File: config.mk
export PLATFORM = sky130hd
export DESIGN_NAME = dsp_addsub_pipe
export DESIGN_NICKNAME = d
export VERILOG_FILES = /design/src/rtl/dsp_pkg.sv /design/src/rtl/dsp_addsub_slice.sv /design/src/rtl/dsp_addsub_pipe.sv
export SDC_FILE = /design/constraint.sdc
export NUM_CORES = 1
export LEC_CHECK = 0
export CAP_MARGIN = 30
export CORE_MARGIN = 10
export CORE_UTILIZATION = 28
export CTS_CLUSTER_DIAMETER = 150
export DETAILED_ROUTE_END_ITERATION = 10
export HOLD_SLACK_MARGIN = 0.06
export PLACE_DENSITY = 0.6
export SYNTH_ARGS = -nofsm -noshare
export SYNTH_HDL_FRONTEND = slang
export SYNTH_HIERARCHICAL = 1
export SYNTH_SLANG_ARGS = --single-unit
File: constraint.sdc
create_clock -name clk -period 2.9 [get_ports clk]
set_input_delay 0.29 -clock clk [delete_from_list [all_inputs] [get_ports clk]]
set_output_delay 0.29 -clock clk [all_outputs]
set_load 0.02 [all_outputs]
File: src/rtl/dsp_pkg.sv
// Shared constants for the DSP datapath blocks: slice width, add/sub encodings,
// width limits and the slice-count macro used to size carry-pipelined adders.
`ifndef DSP_N_SLICES
`define DSP_N_SLICES(w) ((w) / 16)
`endif

package dsp_pkg;

  localparam int   SLICE_W    = 16;
  localparam int   MAX_WIDTH  = 128;
  localparam logic ADDSUB_ADD = 1'b0;
  localparam logic ADDSUB_SUB = 1'b1;

  function automatic int n_slices(input int width);
    return width / SLICE_W;
  endfunction

endpackage

File: src/rtl/dsp_addsub_slice.sv
// One 16-bit add/subtract slice: {cout, sum} = a + b' + cin, with b' = sub ? ~b : b.
// DSP_ADDSUB_SB_MAC16_EN selects an SB_MAC16 adder half instead of fabric carry logic.
module dsp_addsub_slice
  import dsp_pkg::*;
(
  input  logic [SLICE_W-1:0] a_i,
  input  logic [SLICE_W-1:0] b_i,
  input  logic               sub_i,
  input  logic               cin_i,
  output logic [SLICE_W-1:0] sum_o,
  output logic               cout_o,
  output logic               msb_a_o,
  output logic               msb_b_o
);

  logic [SLICE_W-1:0] b_eff;

  assign b_eff   = (sub_i == ADDSUB_SUB) ? ~b_i : b_i;
  assign msb_a_o = a_i[SLICE_W-1];
  assign msb_b_o = b_eff[SLICE_W-1];

`ifdef DSP_ADDSUB_SB_MAC16_EN
  logic [31:0] mac_o;

  // Bottom adder does D +/- B + CI; the top adder adds zeros plus the bottom
  // carry so the slice carry-out appears on O[16].
  SB_MAC16 #(
    .NEG_TRIGGER              (1'b0),
    .C_REG                    (1'b0),
    .A_REG                    (1'b0),
    .B_REG                    (1'b0),
    .D_REG                    (1'b0),
    .TOP_8x8_MULT_REG         (1'b0),
    .BOT_8x8_MULT_REG         (1'b0),
    .PIPELINE_16x16_MULT_REG1 (1'b0),
    .PIPELINE_16x16_MULT_REG2 (1'b0),
    .TOPOUTPUT_SELECT         (2'b00),
    .TOPADDSUB_LOWERINPUT     (2'b00),
    .TOPADDSUB_UPPERINPUT     (1'b1),
    .TOPADDSUB_CARRYSELECT    (2'b10),
    .BOTOUTPUT_SELECT         (2'b00),
    .BOTADDSUB_LOWERINPUT     (2'b00),
    .BOTADDSUB_UPPERINPUT     (1'b1),
    .BOTADDSUB_CARRYSELECT    (2'b11),
    .MODE_8x8                 (1'b0),
    .A_SIGNED                 (1'b0),
    .B_SIGNED                 (1'b0)
  ) u_mac (
    .CLK        (1'b0),
    .CE         (1'b1),
    .C          (16'h0000),
    .A          (16'h0000),
    .B          (b_i),
    .D          (a_i),
    .AHOLD      (1'b0),
    .BHOLD      (1'b0),
    .CHOLD      (1'b0),
    .DHOLD      (1'b0),
    .IRSTTOP    (1'b0),
    .IRSTBOT    (1'b0),
    .ORSTTOP    (1'b0),
    .ORSTBOT    (1'b0),
    .OLOADTOP   (1'b0),
    .OLOADBOT   (1'b0),
    .ADDSUBTOP  (1'b0),
    .ADDSUBBOT  (sub_i),
    .OHOLDTOP   (1'b0),
    .OHOLDBOT   (1'b0),
    .CI         (cin_i),
    .ACCUMCI    (1'b0),
    .SIGNEXTIN  (1'b0),
    .O          (mac_o),
    .CO         (),
    .ACCUMCO    (),
    .SIGNEXTOUT ()
  );

  assign sum_o  = mac_o[SLICE_W-1:0];
  assign cout_o = mac_o[SLICE_W];
`else
  assign {cout_o, sum_o} = {1'b0, a_i} + {1'b0, b_eff} + {{SLICE_W{1'b0}}, cin_i};
`endif

endmodule

File: src/rtl/dsp_addsub_pipe.sv
// Carry-pipelined WIDTH-bit add/subtract: one 16-bit slice resolved per stage, full-pipeline stall.
// Slice implementation chosen by DSP_ADDSUB_SB_MAC16_EN (see dsp_addsub_slice).
module dsp_addsub_pipe
  import dsp_pkg::*;
#(
  parameter int WIDTH = 32,
  parameter int TAG_W = 4
) (
  input  logic             clk,
  input  logic             rst_n,
  input  logic             in_valid,
  output logic             in_ready,
  input  logic [WIDTH-1:0] in_a,
  input  logic [WIDTH-1:0] in_b,
  input  logic             in_sub,
  input  logic [TAG_W-1:0] in_tag,
  output logic             out_valid,
  input  logic             out_ready,
  output logic [WIDTH-1:0] out_data,
  output logic [TAG_W-1:0] out_tag,
  output logic             out_carry,
  output logic             out_ovf,
  output logic             out_zero
);

  localparam int N = `DSP_N_SLICES(WIDTH);

  logic             adv;
  logic [N-1:0]     vld_q;
  logic [N-1:0]     carry_q;
  logic [WIDTH-1:0] a_q   [N];
  logic [WIDTH-1:0] b_q   [N];
  logic [WIDTH-1:0] res_q [N];
  logic [TAG_W-1:0] tag_q [N];
  logic             sub_q [N];
  logic             ovf_q, zero_q;

  logic [N-1:0]       vld_in, cin, cout;
  logic [WIDTH-1:0]   a_in   [N];
  logic [WIDTH-1:0]   b_in   [N];
  logic [WIDTH-1:0]   res_in [N];
  logic [WIDTH-1:0]   res_d  [N];
  logic [TAG_W-1:0]   tag_in [N];
  logic               sub_in [N];
  logic [SLICE_W-1:0] sum    [N];
  logic               msb_a  [N];
  logic               msb_b  [N];
  logic               ovf_d;

  // Bubbles advance with real ops; only a held output result freezes the pipe.
  assign adv      = ~(out_valid & ~out_ready);
  assign in_ready = adv;

  for (genvar k = 0; k < N; k++) begin : g_stage
    if (k == 0) begin : g_head
      assign vld_in[0] = in_valid;
      assign a_in[0]   = in_a;
      assign b_in[0]   = in_b;
      assign sub_in[0] = in_sub;
      assign tag_in[0] = in_tag;
      assign cin[0]    = in_sub;
      assign res_in[0] = '0;
    end else begin : g_body
      assign vld_in[k] = vld_q[k-1];
      assign a_in[k]   = a_q[k-1];
      assign b_in[k]   = b_q[k-1];
      assign sub_in[k] = sub_q[k-1];
      assign tag_in[k] = tag_q[k-1];
      assign cin[k]    = carry_q[k-1];
      assign res_in[k] = res_q[k-1];
    end

    dsp_addsub_slice u_slice (
      .a_i     (a_in[k][k*SLICE_W +: SLICE_W]),
      .b_i     (b_in[k][k*SLICE_W +: SLICE_W]),
      .sub_i   (sub_in[k]),
      .cin_i   (cin[k]),
      .sum_o   (sum[k]),
      .cout_o  (cout[k]),
      .msb_a_o (msb_a[k]),
      .msb_b_o (msb_b[k])
    );

    assign res_d[k] = res_in[k] | (WIDTH'(sum[k]) << (k * SLICE_W));
  end

  assign ovf_d = (msb_a[N-1] == msb_b[N-1]) & (sum[N-1][SLICE_W-1] != msb_a[N-1]);

  // Stage boundary: valid, resolved result slices, tag, inter-slice carry and final flags.
  always_ff @(posedge clk or negedge rst_n) begin
    if (!rst_n) begin
      vld_q   <= '0;
      carry_q <= '0;
      ovf_q   <= 1'b0;
      zero_q  <= 1'b0;
      for (int k = 0; k < N; k++) begin
        res_q[k] <= '0;
        tag_q[k] <= '0;
      end
    end else if (adv) begin
      vld_q   <= vld_in;
      carry_q <= cout;
      ovf_q   <= ovf_d;
      zero_q  <= (res_d[N-1] == '0);
      for (int k = 0; k < N; k++) begin
        res_q[k] <= res_d[k];
        tag_q[k] <= tag_in[k];
      end
    end
  end

  // Stage boundary: operands skewed forward so stage k sees its own slice.
  always_ff @(posedge clk) begin
    if (adv) begin
      for (int k = 0; k < N; k++) begin
        a_q[k]   <= a_in[k];
        b_q[k]   <= b_in[k];
        sub_q[k] <= sub_in[k];
      end
    end
  end

  assign out_valid = vld_q[N-1];
  assign out_data  = res_q[N-1];
  assign out_tag   = tag_q[N-1];
  assign out_carry = carry_q[N-1];
  assign out_ovf   = ovf_q;
  assign out_zero  = zero_q;

endmodule

; ---- Word-level counts from Yosys, hierarchy flattened
; Memory sizes are Yosys's and may differ from the RTL's.
; Cells that the tools add are included.
; W data, S select, Z words.
[totals]
in_bits = 73
register_bits = 62
ram_bits = 130
memories = 3
wordCells = 28
out_inout_bits = 41
[mem_list]
columns = memory, depth, word_bits, rd, rd_ports_with_merged_regs, wr, line
row1 = a_q, 2, 32, 1, 0, 2, dsp_addsub_pipe.sv:31  ; logic [WIDTH-1:0] a_q [N];
row2 = b_q, 2, 32, 1, 0, 2, dsp_addsub_pipe.sv:32  ; logic [WIDTH-1:0] b_q [N];
row3 = sub_q, 2, 1, 1, 0, 2, dsp_addsub_pipe.sv:35  ; logic sub_q [N];
[classes]
eq_ne = 2
n_addsub = 4
bitwise_logic = 7
reduce_logical = 1
n_mux = 3
[ops]
columns = op, n
row1 = $add A16 B16 Y17, 2
row2 = $add A17 B1 Y17, 2
row3 = $logic_not A32 Y1, 1
row4 = $mux W16, 2
row5 = $not A16 Y16, 2
row6 = $or A16 B32 Y32, 1
row7 = $and A1 B1 Y1, 2
row8 = $not A1 Y1, 2
row9 = $eq A1 B1 Y1, 1
row10 = $mux W1, 1
row11 = $ne A1 B1 Y1, 1

; ---- Logic depth before layout (Yosys ltp)
; An unclocked memory read counts as a cell.
[logic_depth]
ltp_word = 7
ltp_mapped = 13
depth_no_buf = 11

; ---- Cells and area by module
; The synthesis kept the hierarchy.
[by_module_without_submodules]
columns = mod, seq_area_each_um2, cells_each, area_per_inst_um2, n_inst
row1 = dsp_addsub_pipe, 2542.4, 180, 3498.4, 1
row2 = dsp_addsub_slice (g_stage[0].u_slice), 0.0, 144, 1074.8, 1
row3 = dsp_addsub_slice (g_stage[1].u_slice), 0.0, 122, 992.2, 1

; ---- Worst setup path after synthesis
; OpenSTA, ideal clock, no wires.
[synth_timing]
kind = register -> register
startpoint = mem sub_q[0]
endpoint = reg zero_q, in the netlist out_zero
path_slack_ns = -0.104
t_required_ns = 2.805
path_stages_with_launch = 14
setup_time_ns = 0.095
path_buffers = 2
t_arrival_ns = 2.909
path_cell_list = edfxtp_1 > buf_2 > buf_2 > xnor2_1 > fa_1 > fa_1 > nor2b_1 > o31a_4 > o2111ai_2 > and2b_1 > xnor2_1 > nor4_1 > nand4_1 > o31ai_1
[synth_lines]
columns = item, line
row1 = start: declaration, dsp_addsub_pipe.sv:35
row2 = end signal: assignment, dsp_addsub_pipe.sv:104  ; zero_q <= (res_d[N-1] == '0);
row3 = end: declaration, dsp_addsub_pipe.sv:36  ; logic ovf_q, zero_q;

==> results.txt <==
For the worst setup path, the data required time is approximately 3.2 ns. The total wire length came out at 14.55 mm. The setup violation total in the final timing report is 2. The sequential share of power is 33.9%.

The post-route netlist has 29.97% of its cells at a drive strength greater than 1. Summed over all nets, wire length on met2 after detailed routing comes to slightly above 7 mm. The via count of the first global-routing pass came out at approximately 4400. The first-pass detailed-route iteration total came out at 4. Along the worst path, the maximum fanout reaches 6. The clock net in this run drives a total of 95 sinks. Setup repair after global routing could not meet its margin everywhere.

The final setup slack of the worst path came out at -0.06620 ns. Once the floorplan was initialized, standard cells occupied 28.46% of the core. The switching power as a share of total power is 34.88%. The max-slew violation total from the final report came to 0. The worst setup path is captured at a flop. The worst setup skew after layout came out at about 0.012 ns. The layout-stage area growth over the synthesis result is 43.04%.

The worst hold margin came out at 0.4654 ns. The proportion of power drawn by the clock network came out at 18.9%. The share of the cycle needed by the critical path after routing came out at 102.3%. The horizontal die dimension is 160.9 µm. The H-tree depth came out at 3.

The final critical-path required period is ~3.0 ns. Port buffering added 113 buffers. The TritonCTS buffer count came out at 9. The sum of net half-perimeters after detailed placement is 11.31 mm. The DRC violation count after routing is 0. The number of top-level pins is about 110. The cell area that synthesis handed to floorplanning was 5558 µm². The relative slew slack is 51.49%.

Measured on the finished design, the core utilization comes to roughly two fifths. The number of warning messages in the yosys log is 6. The vertical extent of the die is 160.9 µm. The startpoint kind of the worst setup timing path is a flop.

The leakage power is 0.003365 µW. TritonCTS built the clock tree. The clock-pin transition on the worst setup and hold timing paths came out at about 0.08 ns. The detailed router placed 4110 vias in this run. The core area is about 20000 µm². In this run the worst hold path is classified as in -> async.

The number of placement rows is 51. Global routing finished with a remaining overflow of 0. The critical setup path kind is reg -> reg. After detailed routing, the number of vias per cell comes to approximately 4.6. Clock tree synthesis selected as its root buffer the cell clkbuf_16. After detailed routing, the met3 layer carries 658 µm of wire. The total power divided by cell area is 753.9 nW/µm².

The count of endpoints failing hold in the final timing report came out at 0. The maximum operating frequency is around 0.34 GHz. A synthesized cell averages 12.49 µm². The net switching power of the design is 2090 µW. The initial antenna violation count came out at 0. The endpoint arrival time on the critical path came out at 3.23 ns. The run finished, with violations left.

The total global routing track utilization came out at between 10% and 20%. The first-pass GRT wire length came out at 23.25 mm. Including well taps, the total number of placed cells is 866.

The number of nets still failing antenna checks after routing is 0. Max-cap violations in this run came to 0. The first routing iteration left 88 violations.

The final standard cell count with taps included and fillers excluded came out at about 900. The routed length on met1 came out at 6.472 mm. The pin count of the biggest net entering global routing came out at 48.

Routed signal wires occupy layers up through met4. VDD sags by at most 313.4 µV. Clock latency on the worst-skew pair, taken at its later pin, is approximately 0.35 ns. The combinational group share of total power is a little under half.

The congestion estimate from routability-driven global placement came to 0.8723. The instance count of the mapped netlist came out at 445. The largest buffer count on any clock path is 2. The repair_antennas step left the layout with diodes totalling 0. The number of filler instances in the final layout is 1893. The die footprint came out at ~26000 µm². The routed wire length per instance came out at 16.19 µm. The internal power contribution is 3903 µW. The checks that failed: setup timing. Before CTS, the worst setup slack after placement is -0.1982 ns.

The actual slew at the worst max-slew pin came out at slightly above 0.7 ns. The number of nets produced by synthesis is roughly 550. The net count reported at finish came out at 736.
==> routing by layer <==
| layer | vias up | track usage (%) |
|---|---|---|
| met2 | 93 | 19.04 |
| met3 | 14 | 2.633 |
| met5 | - | 0 |
| met1 | 2007 | 13.23 |
| met4 | 0 | 3.970 |
| li1 | 1996 | - |
==> power groups by stage <==
stage	logic [µW]	clock network [µW]	registers (µW)
final	2830	1130	2030
after global routing	3040	1240	2080
after CTS	2730	1190	2040
after detailed placement	2640	0	2060
after global placement	2600	0	2050
after floorplan	1250	0	2270
==> area by class of cell <==
cell class / count / area [µm²] / share of cell area (%)
multi-input cells: 320 / 2994 / 37.66
flip-flops and latches: 95 / 2542 / 31.98
repair buffers: 190 / 1754 / 22.06
well taps: 265 / 331.6 / 4.171
clock buffers: 9 / 225.2 / 2.833
clock inverters: 7 / 53.80 / 0.6767
inverters: 13 / 48.80 / 0.6138
==> per-stage QoR <==
step / area [µm²] / power [µW] / TNS [ns]
after floorplan: 5565 / 3519 / 0
after global placement: 7362 / 4649 / -0.4664
after detailed placement: 7362 / 4700 / -0.9716
after CTS: 7777 / 5956 / -0.1404
after global routing: 7950 / 6360 / -0.3370
final: 7950 / 5993 / -0.06803
==> worst max-delay path: stages, from the launching register on <==
cell      delay (ns)
edfxtp_1        0.42
buf_12          0.16
buf_12          0.13
buf_4           0.14
xor2_1          0.15
ha_1            0.34
buf_4           0.16
o21a_1          0.18
o311ai_4        0.11
buf_4           0.15
a21oi_1         0.16
nand3_2         0.12
nor4_2          0.28
nand4_1         0.14
o31ai_1         0.24
==> flip-flops by register name (all words and copies together), names as in the netlist, 2 cells and up <==
signal	count
out_tag	4
out_data	32
tag_in	4
a_q	16
res_in	16
carry_q	2
b_q	16
vld_q	2
==> placed cells by master, fill, tap and decap left out, types with 3 or more instances in the layout <==
| master | instances |
|---|---|
| mux2_2 | 25 |
| nand2b_1 | 3 |
| xnor2_1 | 12 |
| nand4_1 | 6 |
| and3_1 | 4 |
| buf_6 | 4 |
| o31a_1 | 3 |
| buf_4 | 69 |
| nand2_1 | 18 |
| clkbuf_16 | 9 |
| nor4_1 | 6 |
| o21ai_0 | 8 |
| o21a_1 | 8 |
| edfxtp_1 | 33 |
| xor2_2 | 3 |
| nor4_2 | 3 |
| xor2_1 | 33 |
| nor2b_1 | 5 |
| nor3_1 | 3 |
| mux2_1 | 6 |
| a21oi_2 | 6 |
| o21ai_1 | 4 |
| clkdlybuf4s50_1 | 112 |
| mux2_4 | 28 |
| dfrtp_1 | 62 |
| o211ai_1 | 4 |
| or2_2 | 3 |
| nor2_1 | 14 |
| inv_1 | 12 |
| a21oi_1 | 20 |
| nand3_1 | 3 |
| ha_1 | 30 |
| a21o_1 | 8 |
==> final timing paths <==
| path | end | slack, ns | start | cells after the start |
|---|---|---|---|---|
| setup / recovery | out_zero | -0.07 | sub_q[0] | 14 |
| hold reg to reg | vld_q[1] | 0.47 | vld_q[0] | 1 |
| hold / removal | out_tag[1] | 0.47 | rst_n | 2 |
| max in group asynchronous | out_data[29] | 1.73 | rst_n | 3 |
| min in group clk | vld_q[1] | 0.47 | vld_q[0] | 1 |
| setup reg to reg | out_zero | -0.07 | sub_q[0] | 14 |
==> timing repair <==
action | in CTS | in global routing
hold endpoints to repair | 24 | 0
setup endpoints to repair | 1 | 5
pin swaps | 12 | 23
buffers inserted | 8 | 8
gates resized for setup | 12 | 23
hold buffers | 1 | 0
Note: power is estimated with default switching activity, not from simulation.
==> variant 1, RTL diff (config.mk and constraints unchanged) <==
`TAG_W`: 4 -> 3.
--- a/src/rtl/dsp_addsub_pipe.sv
+++ b/src/rtl/dsp_addsub_pipe.sv
@@ -5,5 +5,5 @@
 #(
   parameter int WIDTH = 32,
-  parameter int TAG_W = 4
+  parameter int TAG_W = 3
 ) (
   input  logic             clk,
Interface: changed (resized in_tag and out_tag); port bits go from 114 to 112. The function was not compared with the original's and may differ.
==> variant 1 against the unedited design <==
  * Power fell by 4.0%
  * Sequential power decreased by 2%
  * Wire length shrank 5.2%
  * Maximum frequency increased by 3.4%
  * Design area shrank 4.8%
  * Via count down 3.6%
  * Global-route usage down 0.21 points
  * Setup slack better by 99 ps
  * Sequential cell count is 2 lower
  * Sequential share of layout area up 0.97 points
  * Critical path depth decreased by 3
  * Synthesized area down 2.2%
  * Count of clock-buffer cells in the layout grew 1
  * Critical path type unchanged
  * Largest power group unchanged
==> variant 1: results (changes against the unedited design) <==
| Metric | Value |
|---|---|
| WHS | `412.4 ps (-53.02 ps)` |
| Dpl cell area | `0.007181 mm^2 (-2.5%)` |
| Global-route usage over all layers | `10.89% (-0.21 points)` |
| WP data arrival | `3130 ps (-100 ps)` |
| Crit-path max cell delay | `450 ps (+30 ps)` |
| Final std cells w/o fill | `871 (-3.1%)` |
| Sw Share | `34.43% (-0.45 points)` |
| Cell Area, Synth | `0.005438 mm^2 (-2.2%)` |
| Leak | `0.003131 uW (-7.0%)` |
| WL final | `13800 um (-5.2%)` |
| Power Combinational | `2570 uW (-9.2%)` |
| Critical path fanouts, max | `13 (+7)` |
| Max VDD drop | `0.2634 mV (-16%)` |
| Post-Syn Nets | `547 (-0.91%)` |
| CTS Root Cell | `clkbuf_16` |
| Worst Clk Skew | `8.672 ps (-3.059 ps)` |
| Vias/cell | `4.549 (-0.50%)` |
| Post-Synthesis Cells | `441 (-0.90%)` |
| Yosys warns | `6 (unchanged)` |
| Largest net degree at the start of global routing | `46 (-4.2%)` |
| Place WS | `-181.8 ps (+16.37 ps)` |
| Share of cells above drive strength 1 | `27.33% (-2.6 points)` |
| Top delay family on crit path | `compound AO/OA/AOI/OAI gates` |
| Register area | `0.002492 mm^2 (-2.0%)` |
| R2R setup slack | `30 ps (+100 ps)` |
| Status | `finished clean` |
| Highest clock rate | `348.8 MHz (+3.4%)` |
| Cells after DPL | `853 (-1.5%)` |
| Relative slew slack | `60.45% (+9.0 points)` |
| First-pass GRT wire length | `22400 um (-3.6%)` |
| # nets final | `712 (-3.3%)` |
| Overall Power | `5754 uW (-4.0%)` |
| CP max-delay cell | `edfxtp_1` |
| Port Buf Inserts | `111 (-1.8%)` |
| Placer Congestion | `0.8447 (-3.2%)` |
| Hpwl dp | `10990 um (-2.8%)` |
| Fill cells | `1835 (-3.1%)` |
| DR iter-0 viols | `127 (+44%)` |
| Vias in the first global route | `4228 (-4.3%)` |
## variant 1: layout make-up
cell class	instances	share of cell area, %
Sequential cell	93	32.95
Inverter	13	0.7443
Timing Repair Buffer	171	20.77
Multi-Input combinational cell	318	37.25
Tap cell	260	4.300
Clock inverter	6	0.9593
Clock buffer	10	3.027
## variant 1: worst paths after layout
path / endpoint / cells after the start
worst max-delay path: out_zero$_DFFE_PN0N_ / 11
min in group clk: vld_q[1]$_DFFE_PN0N_ / 1
max in group asynchronous: out_data[14]$_DFFE_PN0N_ / 3
worst min-delay path: out_tag[0]$_DFFE_PN0N_ / 2
worst max register to register: out_zero$_DFFE_PN0N_ / 11
worst min register to register: vld_q[1]$_DFFE_PN0N_ / 1
## variant 1: worst register-to-register path, delay by kind of cell (launching register included)
| family | cells | cell delay (ps) |
|---|---|---|
| AO/OA/AOI/OAI | 4 | 840 |
| XOR/XNOR | 1 | 180 |
| adder cells (fa/ha/maj) | 1 | 280 |
| buffers and inverters | 1 | 190 |
| flip-flops | 1 | 450 |
| AND/OR/NAND/NOR | 4 | 830 |
## variant 1: timing repair
action	in CTS	in global routing
endpoints found under the hold margin	18	0
buffers inserted	1	0
endpoints found under the setup margin	1	3
gates resized for setup	7	5
hold buffers	1	0
pin swaps	4	1
## variant 1: metal layers
layer | wire length [um] | global-route usage, % | vias to the layer above | part of all wire (%)
li1 | - | - | 1943 | -
met1 | 6219 | 13.15 | 1907 | 45
met2 | 6732 | 18.15 | 99 | 49
met3 | 618 | 2.634 | 13 | 4.5
met4 | 229 | 4.549 | 0 | 1.7
met5 | 0 | 0 | - | 0
==> variant 2, RTL diff (same flow settings) <==
Without the edit above. Reset style: synchronous (`rst_n`), changed in one clocked block.
--- a/src/rtl/dsp_addsub_pipe.sv
+++ b/src/rtl/dsp_addsub_pipe.sv
@@ -88,5 +88,5 @@
 
   // Stage boundary: valid, resolved result slices, tag, inter-slice carry and final flags.
-  always_ff @(posedge clk or negedge rst_n) begin
+  always_ff @(posedge clk) begin
     if (!rst_n) begin
       vld_q   <= '0;
Behaviour: differs if rst_n is asserted again (counterexample within 4 cycles, from zero or initial values and one cycle with rst_n low); with rst_n held inactive, the same outputs for 10 cycles.
==> variant 2 against the unedited design <==
  * Power down 27%
  * Sequential cell count unchanged
  * Via count down 5.5%
  * First-iteration DRC count up 110%
  * Synthesized area down 0.92%
  * Combinational power down 48%
  * Hold slack worse by 86 ps
  * Count of clock-buffer cells in the layout up 1
  * Wire length down 9.7%
  * Setup slack better by 140 ps
  * Design area down 6.7%
  * Critical path type unchanged
  * Largest power group is now sequential cells
==> variant 2: results (changes against the unedited design) <==
| Metric | Value |
|---|---|
| Critical path fanouts, max | `15 (+9)` |
| Met3 WL | `619 um (-5.9%)` |
| Largest net degree at the start of global routing | `64 (+33%)` |
| WP data arrival | `3100 ps (-130 ps)` |
| Max VDD drop | `0.2257 mV (-28%)` |
| Clk slew on worst S/H paths | `60 ps (-20 ps)` |
| Cells after DPL | `851 (-1.7%)` |
| Met3 Use GR | `2.751% (+0.12 points)` |
| WL final | `13140 um (-9.7%)` |
| # nets final | `704 (-4.3%)` |
| Dpl cell area | `0.007129 mm^2 (-3.2%)` |
| Worst setup startpoint | `sub_q[0]$_DFFE_PN_` |
| Worst hold path class | `in -> reg` |
| Vias in the first global route | `3951 (-11%)` |
| Met2 global-route usage | `14.18% (-4.9 points)` |
| Top Registers | `res_q: 48 flops, a_q: 16 flops, b_q: 16 flops` |
| CTS Buffer Depth | `2 (unchanged)` |
| WL/cell | `15.17 um (-6.3%)` |
| Met1 WL | `6879 um (+6.3%)` |
| Status | `finished clean` |
| Worst R2R End | `out_zero$_SDFFE_PN0N_` |
| N_diodes | `0 (unchanged)` |
| Place WS | `-239.4 ps (-41.25 ps)` |
| Global-route usage over all layers | `10.17% (-0.93 points)` |
| Vias/cell | `4.484 (-1.9%)` |
| Pre-antenna DRT Iters | `4 (unchanged)` |
| R2R setup slack | `70 ps (+140 ps)` |
| Share of cells above drive strength 1 | `13.64% (-16 points)` |
| First-pass GRT wire length | `21360 um (-8.1%)` |
| Slew @ Worst Pin | `498.9 ps (-228.7 ps)` |
| Min-delay src | `in_sub` |
| CTS Root Cell | `clkbuf_16` |
| Minimum clock period | `2827 ps (-139.1 ps)` |
| Top delay family on crit path | `compound AO/OA/AOI/OAI gates` |
| WL met2 | `5479 um (-24%)` |
| Hpwl dp | `10540 um (-6.8%)` |
| Crit-path max cell delay | `420 ps (about the same)` |
| Hold EP | `sub_q[0]$_DFFE_PN_` |
| Worst Clk Skew | `12.53 ps (+0.7982 ps)` |
| Max Used Layer | `met4` |
| H-tree depth | `3 (unchanged)` |
| Hold Crit Depth | `2` |
| Leak | `0.003078 uW (-8.5%)` |
| WHS | `379.1 ps (-86.33 ps)` |
| Post-Synthesis Cells | `461 (+3.6%)` |
| Post-Syn Nets | `568 (+2.9%)` |
| DR iter-0 viols | `181 (+110%)` |
| Placer Congestion | `0.8009 (-8.2%)` |
| Clk_lat worst skew | `340 ps` |
| GR met1 Demand/Resource | `14.76% (+1.5 points)` |
| Reg2Reg Depth | `11 (-3)` |
variant 2: cell types whose count changed in the layout (fill, tap and decap cells not counted), moves of 4 or more:
cell,unedited run,this run
edfxtp_1,33,89
dfrtp_1,62,0
buf_4,69,34
mux2_2,25,0
mux2_1,6,0
nand2_1,18,25
a21oi_2,6,2
and3_1,4,59
dfxtp_1,0,6
mux2_4,28,0
variant 2: timing repair:
action	CTS	global route
cloned	0	0
resized for setup	1	1
setup buffers	0	0
pin swaps	1	3
setup endpoints to repair	1	5
variant 2: report_power, final:
part / switching [uW] / total (uW) / internal, uW
clock network: 470 / 1130 / 656
logic: 756 / 1470 / 718
registers: 66.2 / 1770 / 1700
total: 1290 / 4360 / 3070
variant 2: area by class of cell:
type	count	area, um^2
fill	1946	11980
inverter	13	51.30
clock inverter	5	50.05
timing repair buffer	150	1435
clock buffer	10	229.0
sequential	95	2793
tap	265	331.6
multi-input combinational	328	2525
